===== config.mk =====
export PLATFORM = sky130hd
export DESIGN_NAME = jk_cmd_debouncer
export DESIGN_NICKNAME = d
export VERILOG_FILES = /design/src/rtl/jk_cmd_debouncer.sv
export SDC_FILE = /design/constraint.sdc
export NUM_CORES = 1
export LEC_CHECK = 0
export ABC_CLOCK_PERIOD_IN_PS = 3900
export CORE_UTILIZATION = 63
export DETAILED_ROUTE_END_ITERATION = 7
export PLACE_DENSITY = 0.83
export SLEW_MARGIN = 20
export SYNTH_ARGS = -nofsm -noshare
export SYNTH_HDL_FRONTEND = slang
export SYNTH_SLANG_ARGS = --single-unit

===== constraint.sdc =====
create_clock -name clock -period 3.9 [get_ports clock]
set_input_delay 0.585 -clock clock [delete_from_list [all_inputs] [get_ports clock]]
set_output_delay 0.585 -clock clock [all_outputs]
set_load 0.005 [all_outputs]

===== src/rtl/jk_cmd_debouncer.sv =====
// Button front end for the JK flip-flop: synchronizes and debounces three
// raw buttons and emits one registered j/k command pulse per clean press.

module jk_btn_debounce #(
    parameter int unsigned DEBOUNCE_CYCLES = 16
) (
    input  logic clock,
    input  logic reset,
    input  logic btn,
    output logic press
);

    typedef enum logic [1:0] {
        IDLE,
        PRESS_WAIT,
        HELD,
        RELEASE_WAIT
    } state_t;

    localparam logic [7:0] LIMIT = 8'(DEBOUNCE_CYCLES);

    logic       sync1;
    logic       sync2;
    state_t     state;
    state_t     state_nx;
    logic [7:0] cnt;
    logic [7:0] cnt_nx;

    // Two-flop synchronizer for the asynchronous button.
    always_ff @(posedge clock) begin
        if (reset) begin
            sync1 <= 1'b0;
            sync2 <= 1'b0;
        end else begin
            sync1 <= btn;
            sync2 <= sync1;
        end
    end

    // Debounce state and stability counter.
    always_ff @(posedge clock) begin
        if (reset) begin
            state <= IDLE;
            cnt   <= 8'd0;
        end else begin
            state <= state_nx;
            cnt   <= cnt_nx;
        end
    end

    // Next-state logic; a full count is accepted before looking at s again,
    // so exactly DEBOUNCE_CYCLES high samples make a press.
    always_comb begin
        state_nx = state;
        cnt_nx   = cnt;
        press    = 1'b0;
        unique case (state)
            IDLE: begin
                if (sync2) begin
                    state_nx = PRESS_WAIT;
                    cnt_nx   = 8'd1;
                end
            end
            PRESS_WAIT: begin
                if (cnt >= LIMIT) begin
                    state_nx = HELD;
                    cnt_nx   = 8'd0;
                    press    = 1'b1;
                end else if (sync2) begin
                    cnt_nx = cnt + 8'd1;
                end else begin
                    state_nx = IDLE;
                    cnt_nx   = 8'd0;
                end
            end
            HELD: begin
                if (!sync2) begin
                    state_nx = RELEASE_WAIT;
                    cnt_nx   = 8'd1;
                end
            end
            RELEASE_WAIT: begin
                if (cnt >= LIMIT) begin
                    state_nx = IDLE;
                    cnt_nx   = 8'd0;
                end else if (!sync2) begin
                    cnt_nx = cnt + 8'd1;
                end else begin
                    state_nx = HELD;
                    cnt_nx   = 8'd0;
                end
            end
            default: begin
                state_nx = IDLE;
                cnt_nx   = 8'd0;
            end
        endcase
    end

endmodule

module jk_cmd_debouncer #(
    parameter int unsigned DEBOUNCE_CYCLES = 16
) (
    input  logic clock,
    input  logic reset,
    input  logic btn_set,
    input  logic btn_clr,
    input  logic btn_tog,
    output logic j,
    output logic k,
    output logic cmd_err
);

    logic p_set;
    logic p_clr;
    logic p_tog;
    logic multi;

    jk_btn_debounce #(
        .DEBOUNCE_CYCLES(DEBOUNCE_CYCLES)
    ) u_set (
        .clock(clock),
        .reset(reset),
        .btn  (btn_set),
        .press(p_set)
    );

    jk_btn_debounce #(
        .DEBOUNCE_CYCLES(DEBOUNCE_CYCLES)
    ) u_clr (
        .clock(clock),
        .reset(reset),
        .btn  (btn_clr),
        .press(p_clr)
    );

    jk_btn_debounce #(
        .DEBOUNCE_CYCLES(DEBOUNCE_CYCLES)
    ) u_tog (
        .clock(clock),
        .reset(reset),
        .btn  (btn_tog),
        .press(p_tog)
    );

    assign multi = (p_set & p_clr) | (p_set & p_tog) | (p_clr & p_tog);

    // Encode press events into a one-cycle command; collisions are dropped.
    always_ff @(posedge clock) begin
        if (reset) begin
            j       <= 1'b0;
            k       <= 1'b0;
            cmd_err <= 1'b0;
        end else begin
            j       <= ~multi & (p_set | p_tog);
            k       <= ~multi & (p_clr | p_tog);
            cmd_err <= multi;
        end
    end

endmodule

Word-level counts from Yosys, hierarchy flattened
Index checks and enable logic that the tools add are counted.
{ "word_totals": {"reg_bits": 39, "latchBits": 0, "ram_bits": 0, "rom_bits": 0, "inputBits": 5, "out_inout_bits": 3, "elab_cells": 109, "mem_count": 0} }
{ "classes": {"add_sub_neg": 3, "n_mul": 0, "div_mod_pow": 0, "magnitude_cmp": 3, "eq_ne": 21, "n_shift": 0, "mux": 48, "bitwise": 10, "n_reduce_logical": 9} }
{ "op_table": {"columns": ["operator", "count"], "rows": [
  ["2-to-1 mux 8 bit", 18],
  ["case mux 8 bit (4 select lines)", 3],
  ["2-to-1 mux 2 bit", 18],
  ["adder 8 x 1 -> 8 bit (second input constant)", 3],
  [">= comparator 8 x 5 -> 1 bit (second input constant)", 3],
  ["case mux 2 bit (4 select lines)", 3],
  ["== test 2 bit (second input constant)", 6],
  ["AND reduction 4 bit", 3],
  ["!= test 3 x 1 -> 1 bit (second input constant)", 3],
  ["!= test 3 bit (second input constant)", 3],
  ["== test 2 x 1 -> 1 bit (second input constant)", 3],
  ["zero test 2 bit", 3],
  ["2-to-1 mux 1 bit", 6],
  ["!= test 2 x 1 -> 1 bit (second input constant)", 3],
  ["!= test 2 bit (second input constant)", 3],
  ["AND reduction 2 bit", 3],
  ["AND 1 bit", 5],
  ["OR 1 bit", 4],
  ["NOT 1 bit", 1]
]} }

Depth between registers and ports, before layout
Gate-level depths: netlist of the first run.
{ "logic_depth": {"word_depth": 8, "ltp_mapped": 4, "ltp_nobuf": 4} }

By module
From an unflattened synthesis of the first run, not the netlist that was laid out.
{ "unflattened": {"cells_unflattened": 172, "area_unflattened_um2": 1647.8} }
{ "by_module_without_submodules": {"columns": ["mod", "instances", "cells_each", "area_per_inst_um2", "seq_area_each_um2"], "rows": [
  ["jk_btn_debounce", 3, 54, 515.5, 240.2],
  ["jk_cmd_debouncer", 1, 10, 101.3, 60.1]
]} }

Least setup slack after synthesis of the first run
Ideal clock, no wire load.
{ "synth_path": {"path_kind": "input to register", "from": "input port reset", "to": "register u_clr.cnt[3]", "setup_time_ps": 62, "t_arrival_ps": 1440, "path_slack_ps": 2397, "cell_stages": 3, "n_path_buf": 0, "cell_sequence": "or3b_1 or4b_1 nand3_1"} }
{ "synth_lines": {"columns": ["element", "line_no", "text"], "rows": [
  ["start: declaration", "106", "input logic reset,"],
  ["end signal: assignment", "47", "cnt <= cnt_nx;"],
  ["end: declaration", "26", "logic [7:0] cnt;"]
]} }

==> results of run 1 <==
==> final timing paths <==
kind / start / end / slack, ns / depth (start not counted)
worst max-delay path: reset / u_clr.cnt[3] / 2.04 / 5
worst min-delay path: u_set.sync1 / u_set.sync2 / 0.45 / 1
worst max register to register: u_tog.cnt[4] / u_tog.cnt[0] / 2.29 / 3
worst min register to register: u_set.sync1 / u_set.sync2 / 0.45 / 1
==> layout by cell type, fill, tap and decap left out, drive strengths merged, types with 3 or more instances in the layout <==
cell type	Yosys	layout
a21oi	13	13
nand4	11	11
o41ai	3	3
xnor2	3	3
nor2	3	3
a211oi	3	3
nand2	3	3
xor2	7	7
nor4	4	4
and2	9	9
ha	6	6
dfxtp	39	39
and3	4	4
clkbuf	4	6
inv	10	10
nor2b	10	10
clkdlybuf4s50	0	7
nor3	5	5
nand3	12	12
==> layer usage <==
layer / vias up / track usage / share of wire
li1: 649 / - / -
met1: 608 / 0.3035 / 0.48
met2: 28 / 0.3539 / 0.47
met3: 4 / 0.05932 / 0.037
met4: 0 / 0.1096 / 0.015
met5: - / 0 / 0
==> registers in the layout (all words and copies together), names as in the netlist <==
signal       count
j                1
u_tog.sync2      1
u_clr.sync1      1
u_tog.sync1      1
u_tog.state      2
u_set.cnt        8
k                1
u_set.sync2      1
u_tog.cnt        8
u_set.state      2
u_clr.sync2      1
u_clr.cnt        8
u_clr.state      2
cmd_err          1
u_set.sync1      1
==> logic make-up (layout without fill, tap and decap cells) <==
kind of cell             count (synthesis)  count (layout)  share of synthesized area
flip-flops                              39              39                     0.4598
adder cells (fa/ha/maj)                  6               6                    0.04421
XOR/XNOR                                10              10                    0.05159
AO/OA/AOI/OAI                           31              31                     0.1415
buffers and inverters                   18              26                    0.04127
AND/OR/NAND/NOR                         72              72                     0.2616
==> cells in the mapped netlist, types with 4 or more instances <==
cell | n | share of area
clkbuf_1 | 4 | 0.0088
nand4_1 | 11 | 0.041
inv_1 | 10 | 0.022
and2_1 | 8 | 0.029
ha_1 | 6 | 0.044
a21oi_1 | 13 | 0.038
dfxtp_1 | 39 | 0.46
nor3_1 | 5 | 0.015
and3_1 | 4 | 0.015
nand3_1 | 12 | 0.035
xor2_1 | 7 | 0.036
nor2b_1 | 10 | 0.037
==> through the flow <==
stage | worst slack (ns) | hold slack [ns] | cell area (um2) | util | cells
after floorplan | 2.397 | 0.4138 | 1698 | - | 176
after global placement | 1.723 | 0.4192 | 1780 | 0.7059 | 206
after detailed placement | 1.668 | 0.4340 | 1780 | 0.7059 | 206
after CTS | 2.045 | 0.4575 | 1867 | 0.7401 | 214
after global routing | 1.989 | 0.4606 | 1867 | 0.7401 | 214
final | 2.040 | 0.4502 | 1867 | 0.7401 | 214
==> power by group <==
group	internal [uW]	leakage, uW	switching [uW]
Sequential	404	0.000316	4.62
Clock	152	0.0000482	132
Combinational	10.8	0.000360	15.8
Total	566	0.000724	152
==> final cells by class <==
type,count,area (um2),share of cell area
clock buffer,6,51.30,0.02748
clock inverter,2,35.03,0.01877
inverter,10,37.54,0.02011
multi-input combinational,119,847.1,0.4538
sequential,39,780.7,0.4182
tap,30,37.54,0.02011
timing repair buffer,8,77.57,0.04155
==> metrics.csv, run 1 <==
stage;metric;value;unit
status;status;finished clean;
global_route;track_usage;0.2319;
worst_setup_path;critPathMaxStageDelay;0.48;ns
timing;drv_slew;0;
timing;period_share;0.4770;
worst_setup_path;cp_data_required_time;4.20;ns
power_and_ir_drop;power_density;384.8;nW/um2
synthesis;synth_edf_count;0;
cts;cts_setup_buffers;0;
routing;drt_wl_total;2.945;mm
min_path;hp-class;register to register;
timing;max_freq;0.5375;GHz
worst_setup_path;worstPathCellList;clkdlybuf4s50_1, buf_4, or3b_1, or4b_1, nand3_1;
synthesis;postSynthCellCount;176;
die;core_area;2522;um2
die;rows;18;
routing;ant_nets;0;
power_and_ir_drop;leakage;0.0007242;uW
timing;fin_crit;1.860;ns
flow_run;drv_cap;0;
place;dp_hpwl;1.993;mm
routing;vias_per_cell;6.023;
synthesis;syn_nets;187;
die;pin_count;8;
cts;clock_latency;0.35;ns
cts;cts-htree-levels;2;
power_and_ir_drop;finalPower;718.3;uW
synthesis;yosysSeqAreaShare;0.4598;
global_route;grt-ovfl-total;0;
place;numPortBuffers;7;
worst_setup_path;crit_family;simple AND/OR/NAND/NOR gates;
timing;tns;0;ns
synthesis;yosys_most_used_dff;dfxtp_1;
global_route;antenna_found_initial;0;
worst_setup_path;cp-start-kind;primary input;
worst_setup_path;worstPathArrival;2.16;ns
synthesis;yosysWarningCount;0;
worst_setup_path;crit_path_end_kind;register;
timing;rsz0062_at_grt;false;
global_route;grt_max_degree;33;
worst_setup_path;slowest_stage;or4b_1;
die;initial_core_util;0.6731;
global_route;grt_pass1_vias;1132;
layout;drive_above_1_share;0.07609;
timing;slew_headroom;0.3875;
synthesis;ys_types;41;
layout;fill_cells;188;
die;dieHeight;53.92;um
place;place.gp.congestion;0.7635;
die;die-area;2907;um2
synthesis;ys_async_sr_fraction;0;
synthesis;ys_ff_latch;39;
cts;cts_hold_buf;0;
synthesis;synth_area;1698;um2
layout;diodes;0;
global_route;grt_pass1_wl;4.747;mm
cts;clk_path_buf_depth;2;
power_and_ir_drop;max-vdd-ir-drop;0.4664;mV
routing;drc;0;
timing;fin_skew;0.01953;ns
cts;cts_resized;0;
cts;cts_root_buf;clkbuf_4;
die;die_width;53.92;um
routing;drt-initial-drc-count;33;
cts;cts.clk_slew.worst_paths;0.12;ns
cts;cts_made_buffers;5;
routing;drt_first_pass_iters;4;
worst_setup_path;path_class;primary input to register;
synthesis;syn-mean-instance-area;9.647;um2
worst_setup_path;crit_buf_inv;2;
timing;hold_violations;0;
routing;post_drt_wl_per_cell;13.76;um
timing;worst_pin_slew;0.9103;ns
layout;nNetsFinal;194;
timing;finalSetupViolCount;0;
worst_setup_path;critPathMaxFanout;32;
routing;vias;1289;
layout;area.growth.synth_to_final;9.948;%
cts;clock_sinks;39;
cts;cts_tree;built;
(Power assumes the default switching activity.)
==> run 2: changes to the inputs <==
--- a/config.mk
+++ b/config.mk
@@ -5,10 +5,10 @@
 export SDC_FILE = /design/constraint.sdc
 export NUM_CORES = 1
 export LEC_CHECK = 0
-export ABC_CLOCK_PERIOD_IN_PS = 3900
-export CORE_UTILIZATION = 63
+export ABC_CLOCK_PERIOD_IN_PS = 1550
+export CORE_UTILIZATION = 52
 export DETAILED_ROUTE_END_ITERATION = 7
-export PLACE_DENSITY = 0.83
+export PLACE_DENSITY = 0.73
 export SLEW_MARGIN = 20
 export SYNTH_ARGS = -nofsm -noshare
 export SYNTH_HDL_FRONTEND = slang
==> constraint.sdc (replaced) <==
create_clock -name clock -period 1.55 [get_ports clock]
set_input_delay 0.2325 -clock clock [delete_from_list [all_inputs] [get_ports clock]]
set_output_delay 0.2325 -clock clock [all_outputs]
set_load 0.005 [all_outputs]
==> run 2 against run 1 <==
Net effect:
- sequential share of layout area down 1.1 points
- largest cell class unchanged
- final area up 2.6%
- critical path type is now register to register
- final cell count up 11%
- largest power group unchanged
- clock-buffer cell count grew 1
- first-iteration DRC count is 42% higher
==> metrics.csv, run 2 (synthesis gave the netlist of run 1 again) <==
stage;metric;value;unit;change
die;die-area;3498;um2;was 2907 um2
timing;fin_crit;1.446;ns;
worst_setup_path;worstPathCellList;o41a_1, a211o_1, a211oi_2;;was clkdlybuf4s50_1, buf_4, or3b_1, or4b_1, nand3_1
cts;cts_setup_buffers;0;;unchanged
die;rows;20;;was 18
power_and_ir_drop;power_density;829.5;nW/um2;was 384.8 nW/um2
global_route;grt_pass1_wl;5.347;mm;was 4.747 mm
timing;worst_pin_slew;0.5210;ns;was 0.9103 ns
die;core_area;3078;um2;was 2522 um2
worst_setup_path;worstPathArrival;1.73;ns;was 2.16 ns
global_route;track_usage;0.2080;;was 0.2319
layout;final_cells;237;;was 214
timing;drv_slew;0;;unchanged
global_route;grt-ovfl-total;0;;unchanged
cts;cts_made_buffers;5;;unchanged
worst_setup_path;critPathMaxStageDelay;0.51;ns;was 0.48 ns
layout;ff_latch_area;780.7;um2;unchanged
routing;drt-initial-drc-count;47;;was 33
cts;cts-htree-levels;2;;unchanged
global_route;antenna_found_initial;0;;unchanged
die;dieHeight;59.14;um;was 53.92 um
layout;top_regs;u_clr.cnt (8), u_set.cnt (8), u_tog.cnt (8);;unchanged
timing;rsz0062_at_grt;false;;unchanged
worst_setup_path;crit_family;compound AO/OA/AOI/OAI gates;;was simple AND/OR/NAND/NOR gates
cts;cts_resized;0;;unchanged
layout;fill_cells;262;;was 188
timing;fin_skew;0.008415;ns;was 0.01953 ns
layout;nNetsFinal;203;;was 194
routing;ant_nets;0;;unchanged
cts;clock_sinks;39;;unchanged
worst_setup_path;crit_path_end_kind;register;;unchanged
power_and_ir_drop;max-vdd-ir-drop;0.5905;mV;was 0.4664 mV
cts;cts_tree;built;;unchanged
global_route;grt_pass1_vias;1268;;was 1,132
layout;final_cell_mix;39 x dfxtp_1, 13 x a21oi_1, 12 x nand3_1;;unchanged
timing;hold_violations;0;;unchanged
die;initial_core_util;0.5516;;was 0.6731
timing;slew_headroom;0.6502;;was 0.3875
die;pin_count;8;;unchanged
layout;drive_above_1_share;0.1088;;was 0.07609
place;placed_cells_incl_taps;228;;was 206
routing;vias;1330;;was 1,289
routing;vias_per_cell;5.612;;was 6.023
worst_setup_path;path_class;register to register;;was primary input to register
place;place.gp.congestion;0.7863;;was 0.7635
layout;multiInputGateArea;847.1;um2;unchanged
min_path;hp-class;primary input to register;;was register to register
status;status;finished clean;;unchanged
cts;cts.clk_slew.worst_paths;0.11;ns;was 0.12 ns
power_and_ir_drop;finalPower;1589;uW;was 718.3 uW
routing;drt_wl_total;3.070;mm;was 2.945 mm
worst_setup_path;critPathMaxFanout;6;;was 32
routing;drc;0;;unchanged
power_and_ir_drop;leakage;0.0007466;uW;was 0.0007242 uW
layout;diodes;0;;unchanged
cts;cts_hold_buf;0;;unchanged
timing;finalSetupViolCount;0;;unchanged
flow_run;drv_cap;0;;unchanged
routing;drt_first_pass_iters;4;;unchanged
layout;area.growth.synth_to_final;12.82;%;was 9.948%
global_route;grt_max_degree;32;;was 33
layout;layout_commonest_cell;dfxtp_1;;unchanged
routing;post_drt_wl_per_cell;12.95;um;was 13.76 um
cts;clk_path_buf_depth;2;;unchanged
worst_setup_path;cp-start-kind;register;;was primary input
worst_setup_path;crit_buf_inv;0;;was 2
place;numPortBuffers;7;;unchanged
timing;max_freq;0.6913;GHz;
cts;clock_latency;0.35;ns;about the same
worst_setup_path;cp_data_required_time;1.83;ns;was 4.20 ns
timing;period_share;0.9332;;
cts;cts_root_buf;clkbuf_4;;unchanged
die;die_width;59.14;um;was 53.92 um
place;dp_hpwl;2.212;mm;was 1.993 mm
worst_setup_path;slowest_stage;o41a_1;;was or4b_1
-- run 2: changes by cell type in the layout (fill, tap and decap cells not counted) --
cell / before / now
buf_4: 1 / 10
clkbuf_1: 0 / 2
bufinv_16: 1 / 0
clkbuf_8: 1 / 0
-- run 2: layout make-up --
cell class	instances	area share
Multi-Input combinational cell	119	0.4422
Tap cell	44	0.02874
Clock inverter	1	0.002613
Sequential cell	39	0.4076
Inverter	10	0.01960
Timing Repair Buffer	17	0.07577
Clock buffer	7	0.02351
-- run 2: through the flow --
| step | utilization | area [um2] | hold WS (ns) | setup WS [ns] | TNS, ns |
|---|---|---|---|---|---|
| after floorplan | - | 1698 | 0.3607 | 0.1864 | 0 |
| after CTS | 0.6199 | 1908 | 0.4176 | 0.05799 | 0 |
| after global routing | 0.6224 | 1916 | 0.4177 | 0.01811 | 0 |
| after detailed placement | 0.6037 | 1858 | 0.4220 | -0.1080 | -0.2286 |
| final | 0.6224 | 1916 | 0.4336 | 0.1035 | 0 |
| after global placement | 0.6037 | 1858 | 0.4202 | -0.05452 | -0.07442 |
-- run 2: layer usage --
layer  share of wire  up-vias  global-route usage
li1                -      670                   -
met1            0.45      634              0.2431
met2            0.50       18              0.3442
met3           0.025        8             0.04585
met4           0.026        0              0.1327
met5               0        -                   0
-- run 2: path summary, 6_finish.rpt --
path	to	cells after the start	from	slack, ns
hold / removal	u_set.sync1	2	btn_set	0.43
setup reg to reg	j	3	u_tog.cnt[6]	0.10
setup / recovery	j	3	u_tog.cnt[6]	0.10
hold reg to reg	u_tog.sync2	1	u_tog.sync1	0.44
-- run 2: report_power, final --
group	switching, uW	internal [uW]
clock network	317	177
logic	40.4	29.2
registers	10.7	1020
total	368	1220
==> run 3: changes to the inputs <==
--- a/config.mk
+++ b/config.mk
@@ -9,6 +9,7 @@
 export CORE_UTILIZATION = 52
 export DETAILED_ROUTE_END_ITERATION = 7
 export PLACE_DENSITY = 0.73
+export REMOVE_ABC_BUFFERS = 1
 export SLEW_MARGIN = 20
 export SYNTH_ARGS = -nofsm -noshare
 export SYNTH_HDL_FRONTEND = slang
==> run 3 against run 2 <==
Net effect:
- clock-buffer cell count up 1
- largest cell class unchanged
- clock skew down 0.0034 ns
- non-clock buffer count down 2
- utilization up 0.12 points
- critical path depth unchanged
- critical path type unchanged
- final area up 0.20%
- hold slack worse by 0.0039 ns
- highest routed layer unchanged
- clock power up 20%
==> metrics.csv, run 3 (synthesis gave the netlist of run 1 again) <==
stage;metric;value;unit;change
power_and_ir_drop;max-vdd-ir-drop;0.5502;mV;was 0.5905 mV
cts;cts.clk_slew.worst_paths;0.11;ns;about the same
worst_setup_path;crit_buf_inv;0;;unchanged
place;place.gp.congestion;0.8222;;was 0.7863
place;dpl-instance-area;1851;um2;was 1858 um2
cts;cts_tree;built;;unchanged
global_route;track_usage;0.2077;;was 0.2080
place;placed_cells_incl_taps;227;;was 228
die;core_area;3078;um2;unchanged
layout;layout_commonest_cell;dfxtp_1;;unchanged
layout;final_cell_mix;39 x dfxtp_1, 13 x a21oi_1, 12 x nand3_1;;unchanged
die;die-area;3498;um2;unchanged
routing;drt_first_pass_iters;4;;unchanged
die;dieHeight;59.14;um;unchanged
cts;clk_path_buf_depth;2;;unchanged
global_route;grt_pass1_wl;5.285;mm;was 5.347 mm
timing;max_freq;0.6731;GHz;was 0.6913 GHz
layout;stdcell_area;1919;um2;was 1916 um2
routing;vias_per_cell;5.549;;was 5.612
cts;cts_root_buf;clkbuf_4;;unchanged
global_route;antenna_found_initial;0;;unchanged
layout;final_cells;235;;was 237
worst_setup_path;critPathMaxFanout;6;;unchanged
worst_setup_path;path_class;register to register;;unchanged
place;dp_hpwl;2.203;mm;was 2.212 mm
flow_run;drv_cap;0;;unchanged
routing;ant_nets;0;;unchanged
place;place_ws;-0.06590;ns;was -0.1080 ns
timing;rsz0062_at_grt;false;;unchanged
layout;fill_cells;267;;was 262
layout;nNetsFinal;201;;was 203
worst_setup_path;cp_data_required_time;1.83;ns;about the same
layout;top_regs;u_clr.cnt (8), u_set.cnt (8), u_tog.cnt (8);;unchanged
cts;cts-htree-levels;2;;unchanged
worst_setup_path;worstPathCellList;o41a_1, a211o_1, a211oi_2;;unchanged
cts;cts_resized;0;;unchanged
status;status;finished clean;;unchanged
timing;fin_skew;0.004971;ns;was 0.008415 ns
place;numPortBuffers;7;;unchanged
worst_setup_path;crit_family;compound AO/OA/AOI/OAI gates;;unchanged
cts;cts_setup_buffers;0;;unchanged
timing;timing.final.ws_setup;0.06426;ns;was 0.1035 ns
global_route;grt_max_degree;32;;unchanged
timing;finalSetupViolCount;0;;unchanged
layout;drive_above_1_share;0.1047;;was 0.1088
worst_setup_path;crit_path_end_kind;register;;unchanged
power_and_ir_drop;leakage;0.0007463;uW;was 0.0007466 uW
timing;hold-worst-slack;0.4297;ns;was 0.4336 ns
die;initial_core_util;0.5516;;unchanged
routing;post_drt_wl_per_cell;13.46;um;was 12.95 um
die;rows;20;;unchanged
routing;drt_wl_total;3.162;mm;was 3.070 mm
routing;drc;0;;unchanged
worst_setup_path;slowest_stage;o41a_1;;unchanged
power_and_ir_drop;power_density;881.7;nW/um2;was 829.5 nW/um2
timing;fin_crit;1.486;ns;was 1.446 ns
global_route;grt-ovfl-total;0;;unchanged
worst_setup_path;worstPathArrival;1.77;ns;was 1.73 ns
timing;drv_slew;0;;unchanged
cts;clock_latency;0.35;ns;about the same
layout;area.growth.synth_to_final;13.04;%;was 12.82%
worst_setup_path;cp-start-kind;register;;unchanged
worst_setup_path;critPathMaxStageDelay;0.51;ns;about the same
die;die_width;59.14;um;unchanged
routing;vias;1304;;was 1,330
cts;clock_sinks;39;;unchanged
global_route;grt_pass1_vias;1227;;was 1,268
layout;diodes;0;;unchanged
die;pin_count;8;;unchanged
cts;cts_made_buffers;5;;unchanged
timing;slew_headroom;0.6440;;was 0.6502
cts;cts_hold_buf;0;;unchanged
timing;hold_violations;0;;unchanged
min_path;hp-class;primary input to register;;unchanged
timing;period_share;0.9585;;was 0.9332
routing;drt-initial-drc-count;36;;was 47
timing;worst_pin_slew;0.5271;ns;was 0.5210 ns
[run 3: report_power, final]
group	switching (uW)	leakage [uW]	internal, uW
Clock	328	0.0000386	267
Combinational	42.2	0.000392	29.5
Sequential	10.7	0.000316	1020
[run 3: worst register-to-register path, delay by kind of cell (launching register included)]
family	cells	cell delay, ns
AO/OA/AOI/OAI	3	1.07
flip-flops	1	0.35
[run 3: final cells by class]
| cell class | instances | area [um2] | area share |
|---|---|---|---|
| multi-input cells | 119 | 847.1 | 0.4413 |
| well taps | 44 | 55.05 | 0.02868 |
| inverters | 10 | 37.54 | 0.01956 |
| clock buffers | 8 | 68.82 | 0.03585 |
| flip-flops and latches | 39 | 780.7 | 0.4068 |
| repair buffers | 15 | 130.1 | 0.06780 |
[run 3: final timing paths]
path / startpoint / end / slack [ns] / cells after the start
setup reg to reg: u_tog.cnt[7] / j / 0.06 / 3
setup / recovery: u_tog.cnt[7] / j / 0.06 / 3
hold reg to reg: u_tog.sync1 / u_tog.sync2 / 0.45 / 1
hold / removal: btn_clr / u_clr.sync1 / 0.43 / 2
[run 3: routing by layer]
layer	vias to the layer above	GRT usage	share of wire
met5	-	0	0
met4	0	0.1020	0.015
met3	7	0.07642	0.033
met2	13	0.3231	0.48
met1	617	0.2531	0.48
li1	667	-	-
[run 3: through the flow]
step	power, uW	TNS, ns	utilization
6_report	1692	0	0.6236
5_1_grt	1761	0	0.6236
4_1_cts	1697	0	0.6236
3_5_place_dp	1120	-0.1669	0.6012
3_3_place_gp	1116	-0.08146	0.6012
2_1_floorplan	1082	0	-
